===== src/rtl/prewish_mask_arbiter_if.sv =====
// Requester-side bundle for the mask arbiter: level requests and their mask
// slices in, one-hot acknowledge plus the mentor strobe/data pair out.
interface prewish_mask_arbiter_if #(
  parameter int NREQ = 4
);
  logic [NREQ-1:0]   REQ_I;
  logic [NREQ*8-1:0] DAT_I;
  logic [NREQ-1:0]   ACK_O;
  logic              STB_O;
  logic [7:0]        DAT_O;
  logic              BUSY_O;
  logic [2:0]        GNT_IDX_O;

  // Requester / stimulus side.
  modport master (
    output REQ_I, DAT_I,
    input  ACK_O, STB_O, DAT_O, BUSY_O, GNT_IDX_O
  );

  // Arbiter side.
  modport slave (
    input  REQ_I, DAT_I,
    output ACK_O, STB_O, DAT_O, BUSY_O, GNT_IDX_O
  );
endinterface


===== src/rtl/prewish_mask_arbiter.sv =====
// Round-robin arbiter in front of the mask-loading mentor. Each grant latches
// the winner's 8-bit mask, drives a STB_CYCLES-wide strobe and then holds off
// for GAP_CYCLES so the mentor can finish its load before the next grant.
// Every output is a flop; nothing combinational reaches the ports.
module prewish_mask_arbiter #(
  parameter int NREQ       = 4,
  parameter int STB_CYCLES = 2,
  parameter int GAP_CYCLES = 4
) (
  input  logic                   CLK_I,
  input  logic                   RST_I,
  prewish_mask_arbiter_if.slave  bus
);

  localparam int MAXC = (STB_CYCLES > GAP_CYCLES) ? STB_CYCLES : GAP_CYCLES;
  localparam int CW   = $clog2(MAXC) + 1;

  typedef enum logic [1:0] {
    IDLE,
    STROBE,
    GAP
  } state_t;

  typedef struct packed {
    logic       found;
    logic [2:0] idx;
  } pick_t;

  // First set request at or above ptr, wrapping modulo NREQ.
  function automatic pick_t pick_next(input logic [NREQ-1:0] req,
                                      input logic [2:0]      ptr);
    pick_t p;
    int    pos;
    p = '0;
    // Walk downward so the nearest candidate to ptr is the last one written.
    for (int k = NREQ - 1; k >= 0; k--) begin
      pos = int'(ptr) + k;
      if (pos >= NREQ) pos = pos - NREQ;
      if (1'(req >> pos)) begin
        p.found = 1'b1;
        p.idx   = 3'(pos);
      end
    end
    return p;
  endfunction

  state_t          state_q, state_d;
  logic [CW-1:0]   cnt_q,   cnt_d;
  logic [2:0]      ptr_q,   ptr_d;
  logic            stb_q,   stb_d;
  logic [7:0]      dat_q,   dat_d;
  logic [NREQ-1:0] ack_q,   ack_d;
  logic [2:0]      gnt_q,   gnt_d;
  logic            busy_q,  busy_d;
  pick_t           sel;

  // Next-state and next-output logic for the IDLE/STROBE/GAP sequence.
  always_comb begin
    // NOTE: every variable gets a default before the case so no path leaves
    // one unassigned, which would otherwise infer a latch.
    state_d = state_q;
    cnt_d   = cnt_q;
    ptr_d   = ptr_q;
    stb_d   = stb_q;
    dat_d   = dat_q;
    ack_d   = '0;
    gnt_d   = gnt_q;
    sel     = pick_next(bus.REQ_I, ptr_q);

    unique case (state_q)
      IDLE: begin
        if (sel.found) begin
          dat_d   = 8'(bus.DAT_I >> {sel.idx, 3'b000});
          stb_d   = 1'b1;
          ack_d   = NREQ'(1) << sel.idx;
          gnt_d   = sel.idx;
          ptr_d   = (sel.idx == 3'(NREQ - 1)) ? 3'd0 : sel.idx + 3'd1;
          cnt_d   = CW'(STB_CYCLES - 1);
          state_d = STROBE;
        end else begin
          stb_d = 1'b0;
        end
      end
      STROBE: begin
        if (cnt_q == '0) begin
          stb_d   = 1'b0;
          cnt_d   = CW'(GAP_CYCLES - 1);
          state_d = GAP;
        end else begin
          cnt_d = cnt_q - CW'(1);
        end
      end
      GAP: begin
        // Requests are deliberately not looked at here.
        stb_d = 1'b0;
        if (cnt_q == '0) begin
          state_d = IDLE;
        end else begin
          cnt_d = cnt_q - CW'(1);
        end
      end
      default: begin
        stb_d   = 1'b0;
        state_d = IDLE;
      end
    endcase

    busy_d = (state_d != IDLE);
  end

  // State and output registers; reset drops the strobe and ack at once.
  always_ff @(posedge CLK_I or negedge RST_I) begin
    if (!RST_I) begin
      state_q <= IDLE;
      cnt_q   <= '0;
      ptr_q   <= '0;
      stb_q   <= 1'b0;
      dat_q   <= 8'h00;
      ack_q   <= '0;
      gnt_q   <= '0;
      busy_q  <= 1'b0;
    end else begin
      // NOTE: non-blocking so every flop samples the pre-edge values and the
      // update order inside this block does not matter.
      state_q <= state_d;
      cnt_q   <= cnt_d;
      ptr_q   <= ptr_d;
      stb_q   <= stb_d;
      dat_q   <= dat_d;
      ack_q   <= ack_d;
      gnt_q   <= gnt_d;
      busy_q  <= busy_d;
    end
  end

  assign bus.STB_O     = stb_q;
  assign bus.DAT_O     = dat_q;
  assign bus.ACK_O     = ack_q;
  assign bus.GNT_IDX_O = gnt_q;
  assign bus.BUSY_O    = busy_q;

endmodule


===== src/flat_wrapper.sv =====
// flat-port wrapper written by rule: the top's interface ports become plain ports
module prewish_mask_arbiter_flat 
#(
  parameter int NREQ       = 4,
  parameter int STB_CYCLES = 2,
  parameter int GAP_CYCLES = 4
)
  (CLK_I, RST_I, bus_REQ_I, bus_DAT_I, bus_ACK_O, bus_STB_O, bus_DAT_O, bus_BUSY_O, bus_GNT_IDX_O);
  prewish_mask_arbiter_if #(.NREQ(NREQ)) bus_i ();
  input  logic CLK_I;
  input  logic RST_I;
  input wire logic [$bits(bus_i.REQ_I)-1:0] bus_REQ_I;
  input wire logic [$bits(bus_i.DAT_I)-1:0] bus_DAT_I;
  output wire logic [$bits(bus_i.ACK_O)-1:0] bus_ACK_O;
  output wire logic [$bits(bus_i.STB_O)-1:0] bus_STB_O;
  output wire logic [$bits(bus_i.DAT_O)-1:0] bus_DAT_O;
  output wire logic [$bits(bus_i.BUSY_O)-1:0] bus_BUSY_O;
  output wire logic [$bits(bus_i.GNT_IDX_O)-1:0] bus_GNT_IDX_O;
  assign bus_i.REQ_I = bus_REQ_I;
  assign bus_i.DAT_I = bus_DAT_I;
  assign bus_ACK_O = bus_i.ACK_O;
  assign bus_STB_O = bus_i.STB_O;
  assign bus_DAT_O = bus_i.DAT_O;
  assign bus_BUSY_O = bus_i.BUSY_O;
  assign bus_GNT_IDX_O = bus_i.GNT_IDX_O;
  prewish_mask_arbiter #(.NREQ(NREQ), .STB_CYCLES(STB_CYCLES), .GAP_CYCLES(GAP_CYCLES)) u_core (.CLK_I(CLK_I), .RST_I(RST_I), .bus(bus_i));
endmodule

===== config.mk =====
export PLATFORM = sky130hd
export DESIGN_NAME = prewish_mask_arbiter_flat
export DESIGN_NICKNAME = d
export VERILOG_FILES = /design/src/rtl/prewish_mask_arbiter_if.sv /design/src/rtl/prewish_mask_arbiter.sv /design/src/flat_wrapper.sv
export SDC_FILE = /design/constraint.sdc
export NUM_CORES = 1
export LEC_CHECK = 0
export ABC_AREA = 1
export BUFFER_PORTS_ARGS = -buffer_cell sky130_fd_sc_hd__buf_2
export CAP_MARGIN = 15
export CORE_MARGIN = 2
export CORE_UTILIZATION = 55
export CTS_CLUSTER_DIAMETER = 120
export DETAILED_ROUTE_END_ITERATION = 7
export GPL_ROUTABILITY_DRIVEN = 0
export GPL_TIMING_DRIVEN = 1
export HOLD_SLACK_MARGIN = 0.02
export PLACE_DENSITY = 0.93
export SYNTH_ARGS = -nofsm -noshare
export SYNTH_HDL_FRONTEND = slang
export SYNTH_SLANG_ARGS = --single-unit

===== constraint.sdc =====
create_clock -name CLK_I -period 5.11 [get_ports CLK_I]
set_input_delay 0 -clock CLK_I [delete_from_list [all_inputs] [get_ports CLK_I]]
set_output_delay 0 -clock CLK_I [all_outputs]
set_load 0.03 [all_outputs]

# [Yosys cells after proc, flatten, opt, wreduce, memory -nomap -nowiden]
# Index checks and enable logic that the tools add are counted.
[word_totals] regBits=25 latch_bits=0 mem_bits_rw=0 rom_bits=0 in_bits=38 word_cells=61 n_memories=0
[op_classes] add_sub_neg=9 n_mul=0 div=0 n_lt_le_gt_ge=4 n_eq_ne=6 shift=6 n_mux=22 bitwise=0 n_reduce_logical=6
[ops] operator="$mux W32" count=4
[ops] operator="$shr A4 B32 Y1" count=4
[ops] operator="$ge A32 B4 Y1 const B" count=3
[ops] operator="$sub A32 B4 Y32 const B" count=3
[ops] operator="$shr A32 B6 Y8" count=1
[ops] operator="$mux W4" count=6
[ops] operator="$mux W3" count=4
[ops] operator="$pmux W3 S3" count=1
[ops] operator="$add A3 B2 Y4 const B" count=2
[ops] operator="$mux W2" count=3
[ops] operator="$pmux W2 S3" count=1
[ops] operator="$add A3 B1 Y4 const B" count=1
[ops] operator="$ne A2 B1 Y1 const B" count=2
[ops] operator="$shl A1 B3 Y4 const A" count=1
[ops] operator="$sub A3 B3 Y4 const B" count=1
[ops] operator="$add A3 B1 Y3 const B" count=1
[ops] operator="$eq A3 B2 Y1 const B" count=1
[ops] operator="$ge A3 B3 Y1 const B" count=1
[ops] operator="$logic_not A3 Y1" count=1
[ops] operator="$reduce_and A3 Y1" count=1
[ops] operator="$reduce_bool A3 Y1" count=1
[ops] operator="$sub A3 B1 Y3 const B" count=1
[ops] operator="$eq A2 B1 Y1 const B" count=1
[ops] operator="$eq A2 B2 Y1 const B" count=1
[ops] operator="other kinds (6)" count=7

# [Longest topological paths before layout]
[logic_depth] depth_word=11 depth_mapped=14 mapped_depth_nobuf=13

# [Least setup slack after synthesis]
# Ideal clock, no wire load.
[synth_timing] path_type="register to register" startpoint="register u_core.ptr_q[0]" endpoint="register u_core.ptr_q[1]" arrival_ns=2.104 t_required_ns=4.981 path_slack_ns=2.877 stages_incl_launch_ff=15 path_buffers=1 period_less_slack_ns=2.233 cell_sequence="dfrtp_1 inv_4 ha_1 inv_1 nand3_1 nand3_2 nand2_2 nand2_2 nand3_4 nand2_4 buf_12 inv_1 ha_1 nand2_1 o21ai_0"
[synth_via] elab_chain_len=10 word_cells_on_any_way=27 cone_classes="add/sub (8); order compare (4); eq/ne (1); shift (4); mux (9); reduce/logical (1)"
[synth_lines] item="start: declaration" line="prewish_mask_arbiter.sv:49" source="logic [2:0] ptr_q, ptr_d;"
[synth_lines] item="start signal: assignment" line="prewish_mask_arbiter.sv:127" source="ptr_q <= ptr_d;"
[synth_lines] item="$add A3 B2 Y4" line="prewish_mask_arbiter.sv:37" source="pos = int'(ptr) + k;"
[synth_lines] item="$sub A32 B4 Y32 / $ge A32 B4 Y1 (equally long branches)" line="prewish_mask_arbiter.sv:38" source="if (pos >= NREQ) pos = pos - NREQ;"
[synth_lines] item="$mux W32" line="prewish_mask_arbiter.sv:38"
[synth_lines] item="$shr A4 B32 Y1" line="prewish_mask_arbiter.sv:39" source="if (1'(req >> pos)) begin"
[synth_lines] item="$mux W4 (3 in a row)" line="prewish_mask_arbiter.sv:39"
[synth_lines] item="$mux W4 *" line="prewish_mask_arbiter.sv:39"
[synth_lines] item="$add A3 B1 Y3 / $eq A3 B2 Y1 (equally long branches)" line="prewish_mask_arbiter.sv:77" source="ptr_d = (sel.idx == 3'(NREQ - 1)) ? 3'd0 : sel.idx + 3'd1;"
[synth_lines] item="$mux W3" line="prewish_mask_arbiter.sv:77"
# Mark *: on every way between the ends. The rest lies on a longest branch, timed or not.
# A chain may end at the register's enable or synchronous reset.

# [Final worst setup path]
[layout_timing] startpoint="register u_core.ptr_q[0]" endpoint="register u_core.dat_q[0], in the netlist u_core.bus.DAT_O[0]"
[layout_via] elab_chain_len=9 word_cells_on_any_way=25 cone_classes="add/sub (7); order compare (4); shift (5); mux (8); reduce/logical (1)"
[layout_lines] item="$add A3 B2 Y4" line="prewish_mask_arbiter.sv:37"
[layout_lines] item="$sub A32 B4 Y32 / $ge A32 B4 Y1 (equally long branches)" line="prewish_mask_arbiter.sv:38"
[layout_lines] item="$mux W32" line="prewish_mask_arbiter.sv:38"
[layout_lines] item="$shr A4 B32 Y1" line="prewish_mask_arbiter.sv:39"
[layout_lines] item="$mux W4 (3 in a row)" line="prewish_mask_arbiter.sv:39"
[layout_lines] item="$mux W4 *" line="prewish_mask_arbiter.sv:39"
[layout_lines] item="$shr A32 B6 Y8 / $reduce_and A2 Y1 (equally long branches)"
[layout_lines] item="end signal: assignment" line="prewish_mask_arbiter.sv:129" source="dat_q <= dat_d;"
[layout_lines] item="end: declaration" line="prewish_mask_arbiter.sv:51" source="logic [7:0] dat_q, dat_d;"
# Marks and branches as above.

==> impl_metrics.env <==
export IMPL_cts_tree="done"
export IMPL_wl_um=4156
export IMPL_crit_arrival_ns=3.53
export IMPL_grt_setup_unrepaired="false"
export IMPL_grt_start_max_net_pins=26
export IMPL_cts_buffers_inserted=3
export IMPL_first_pass_iters=4
export IMPL_maxSlewHeadroom_pct=36.83
export IMPL_leakage_uw=0.001177
export IMPL_swShare_pct=55.65
export IMPL_die_y_um=60.03
export IMPL_final_hold_violation_count=0
export IMPL_maxCapViolations=0
export IMPL_synth_cells=226
export IMPL_seqCellArea_um2=625.6
export IMPL_worst_skew_pair_late_latency_ns=0.33
export IMPL_post_dp_hpwl_um=2942
export IMPL_ys_seq_area_share_pct=36.23
export IMPL_rows=20
export IMPL_ctsRootBufferMaster="clkbuf_4"
export IMPL_ios=55
export IMPL_ys_seq_elements=25
export IMPL_grt_pass1_vias=1693
export IMPL_syn_avg_cell_area_um2=7.640
export IMPL_io_buffer_count=54
export IMPL_hold_path_class="in -> reg"
export IMPL_setup_worst_path_end_class="register"
export IMPL_h_tree_depth=1
export IMPL_intPower_uw=762.0
export IMPL_stdcell_area_um2=2182
export IMPL_pwr_share_clk_pct=5.5
export IMPL_setup_tns_ns=0
export IMPL_routed_via_density=5.246
export IMPL_p_seq_share_pct=19.6
export IMPL_post_route_min_period_ns=3.292
export IMPL_finalNetCount=342
export IMPL_multi_input_area_um2=958.4
export IMPL_ys_types=27
export IMPL_antenna_left=0
export IMPL_cts_resized=0
export IMPL_synthesis_area_um2=1727
export IMPL_postCtsSetupBuffers=0
export IMPL_vias=1768
export IMPL_core_area_um2=3028
export IMPL_post_place_ws_ns=2.285
export IMPL_fill_cells=237
export IMPL_fmax_mhz=303.8
export IMPL_total_power_uw=1718
export IMPL_diodes=0
export IMPL_antenna_found_initial=0
export IMPL_die_area_um2=3604
export IMPL_switching_power_uw=956.2
export IMPL_outcome="completed"
export IMPL_setup_ws_ns=1.818
export IMPL_start_kind="register"
export IMPL_start_util_pct=57.02
export IMPL_syn_to_final_growth_pct=26.38
export IMPL_tightest_slew_ns=0.9441
export IMPL_drc=0
export IMPL_gr_total_overflow=0
export IMPL_p_per_area_nw_per_um2=787.4
export IMPL_setup_viol=0
export IMPL_final_util_pct=72.07
export IMPL_drt_iter0_drc=119
export IMPL_cp_max_fo=11
export IMPL_critPathKind="reg -> reg"
export IMPL_synth_nets=274
export IMPL_fin_crit_sh_pct=64.41
export IMPL_wl_per_cell_um=12.33
export IMPL_drive_gt1_share_pct=30.03
export IMPL_grt_pass1_wl_um=6734
export IMPL_placed_cell_area_um2=2002
export IMPL_numClockSinks=25
export IMPL_yosysWarnings=0
export IMPL_finalMaxSlewViolations=0
export IMPL_grtUsageTotal_pct=24.79
export IMPL_cts_path_max_buffers=2
export IMPL_cp_required_ns=5.35
export IMPL_die_w_um=60.03
export IMPL_ir_worst_vdd_mv=0.6393
export IMPL_comb_power_share_pct=74.9
export IMPL_skew_ns=0.001837
export IMPL_clk_pin_slew_ns=0.14
==> path summary, 6_finish.rpt <==
| check | start | cells after the start | end | slack (ns) |
|---|---|---|---|---|
| worst min-delay path | bus_DAT_I[21] | 5 | u_core.bus.DAT_O[5] | 0.02 |
| max in group asynchronous | RST_I | 2 | u_core.bus.DAT_O[7] | 4.57 |
| worst min register to register | u_core.cnt_q[1] | 2 | u_core.cnt_q[1] | 0.50 |
| worst max register to register | u_core.ptr_q[0] | 13 | u_core.bus.DAT_O[0] | 1.82 |
| worst max-delay path | u_core.ptr_q[0] | 13 | u_core.bus.DAT_O[0] | 1.82 |
| min in group asynchronous | RST_I | 2 | u_core.bus.BUSY_O | 0.18 |
==> through the flow <==
stage / std cells / hold WS (ns)
after floorplan: 226 / -0.2956
final: 337 / 0.02440
after detailed placement: 318 / 0.02389
after CTS: 337 / 0.02231
after global routing: 337 / 0.04451
after global placement: 318 / 0.01802
==> cells by family (layout without fill, tap and decap cells) <==
kind of cell,after synthesis,in the layout,share of synthesized area [%]
AND/OR/NAND/NOR,144,144,42.54
buffers and inverters,30,97,8.260
flip-flops,25,25,36.23
AO/OA/AOI/OAI,16,16,5.218
XOR/XNOR,1,1,0.5073
adder cells (fa/ha/maj),10,10,7.246
==> synthesized netlist by cell type (all sizes together) <==
cell	number	area [µm²]
a31oi	1	6.260
a21oi	2	10.01
xor2	1	8.760
o211ai	1	7.510
buf	6	50.04
or2	1	6.260
nor3b	1	7.510
o21a	1	7.510
dfrtp	25	625.6
o21ai	11	58.81
nand2	66	297.8
nand4	1	6.260
ha	10	125.1
inv	24	92.59
nor3	1	5.000
nor2	15	58.81
nand3	59	352.9
==> area by class of cell <==
cell class                 count  share of cell area, %
clock inverter                 1                 0.3440
timing repair buffer          69                  19.27
clock buffer                   3                  1.032
multi-input combinational    171                  43.92
inverter                      24                  4.243
sequential                    25                  28.67
tap                           44                  2.523
==> critical path, cell delays in order, from the launching register on <==
cell and delay (ns):
dfrtp_1 0.51, inv_4 0.11, ha_1 0.37, inv_1 0.12, nand3_1 0.11, nand3_2 0.13
nand3_1 0.12, nand2_1 0.09, nor2_1 0.05, nor2_1 0.71, nand3_1 0.14, nand3_1 0.10
dlygate4sd3_1 0.57, nand2_1 0.06
==> routing by layer <==
layer / up-vias / part of all wire, % / wire (µm) / track usage, %
met5: - / 0 / 0 / 0
met2: 63 / 52 / 2164 / 45.34
met4: 0 / 1.2 / 51 / 9.206
met1: 827 / 41 / 1689 / 28.16
met3: 6 / 6.0 / 251 / 4.762
li1: 872 / - / - / -
==> timing repair <==
action / in CTS / in global routing
endpoints found under the setup margin: 0 / 0
hold endpoints to repair: 32 / 0
hold buffers: 15 / 0
==> cell usage in the layout (no fill, tap or decap), types with 2 or more instances in the layout <==
cell type | netlist | layout
dfrtp_1 | 25 | 25
nand2_4 | 2 | 2
a21oi_1 | 2 | 2
nor2_1 | 14 | 14
o21ai_0 | 10 | 10
nand2_1 | 50 | 50
buf_2 | 3 | 54
clkbuf_4 | 0 | 3
ha_1 | 10 | 10
dlygate4sd3_1 | 0 | 15
nand2_2 | 14 | 14
inv_1 | 22 | 22
nand3_2 | 9 | 9
nand3_1 | 49 | 49
==> power by group through the flow <==
stage	Sequential, µW	Clock, µW	Combinational, µW
finish	337	94.0	1290
global route	347	106	1440
CTS	336	97.4	1270
detailed placement	340	0	1180
global placement	338	0	1150
floorplan	439	0	913
==> state kept, by name, summed over array words and instances, names as in the netlist <==
| signal | cells |
|---|---|
| u_core.bus.GNT_IDX_O | 3 |
| u_core.ptr_q | 3 |
| u_core.bus.STB_O | 1 |
| u_core.state_q | 2 |
| u_core.bus.DAT_O | 8 |
| u_core.cnt_q | 3 |
| u_core.bus.BUSY_O | 1 |
| u_core.bus.ACK_O | 4 |
No activity file was read; power rests on OpenSTA's default activity.
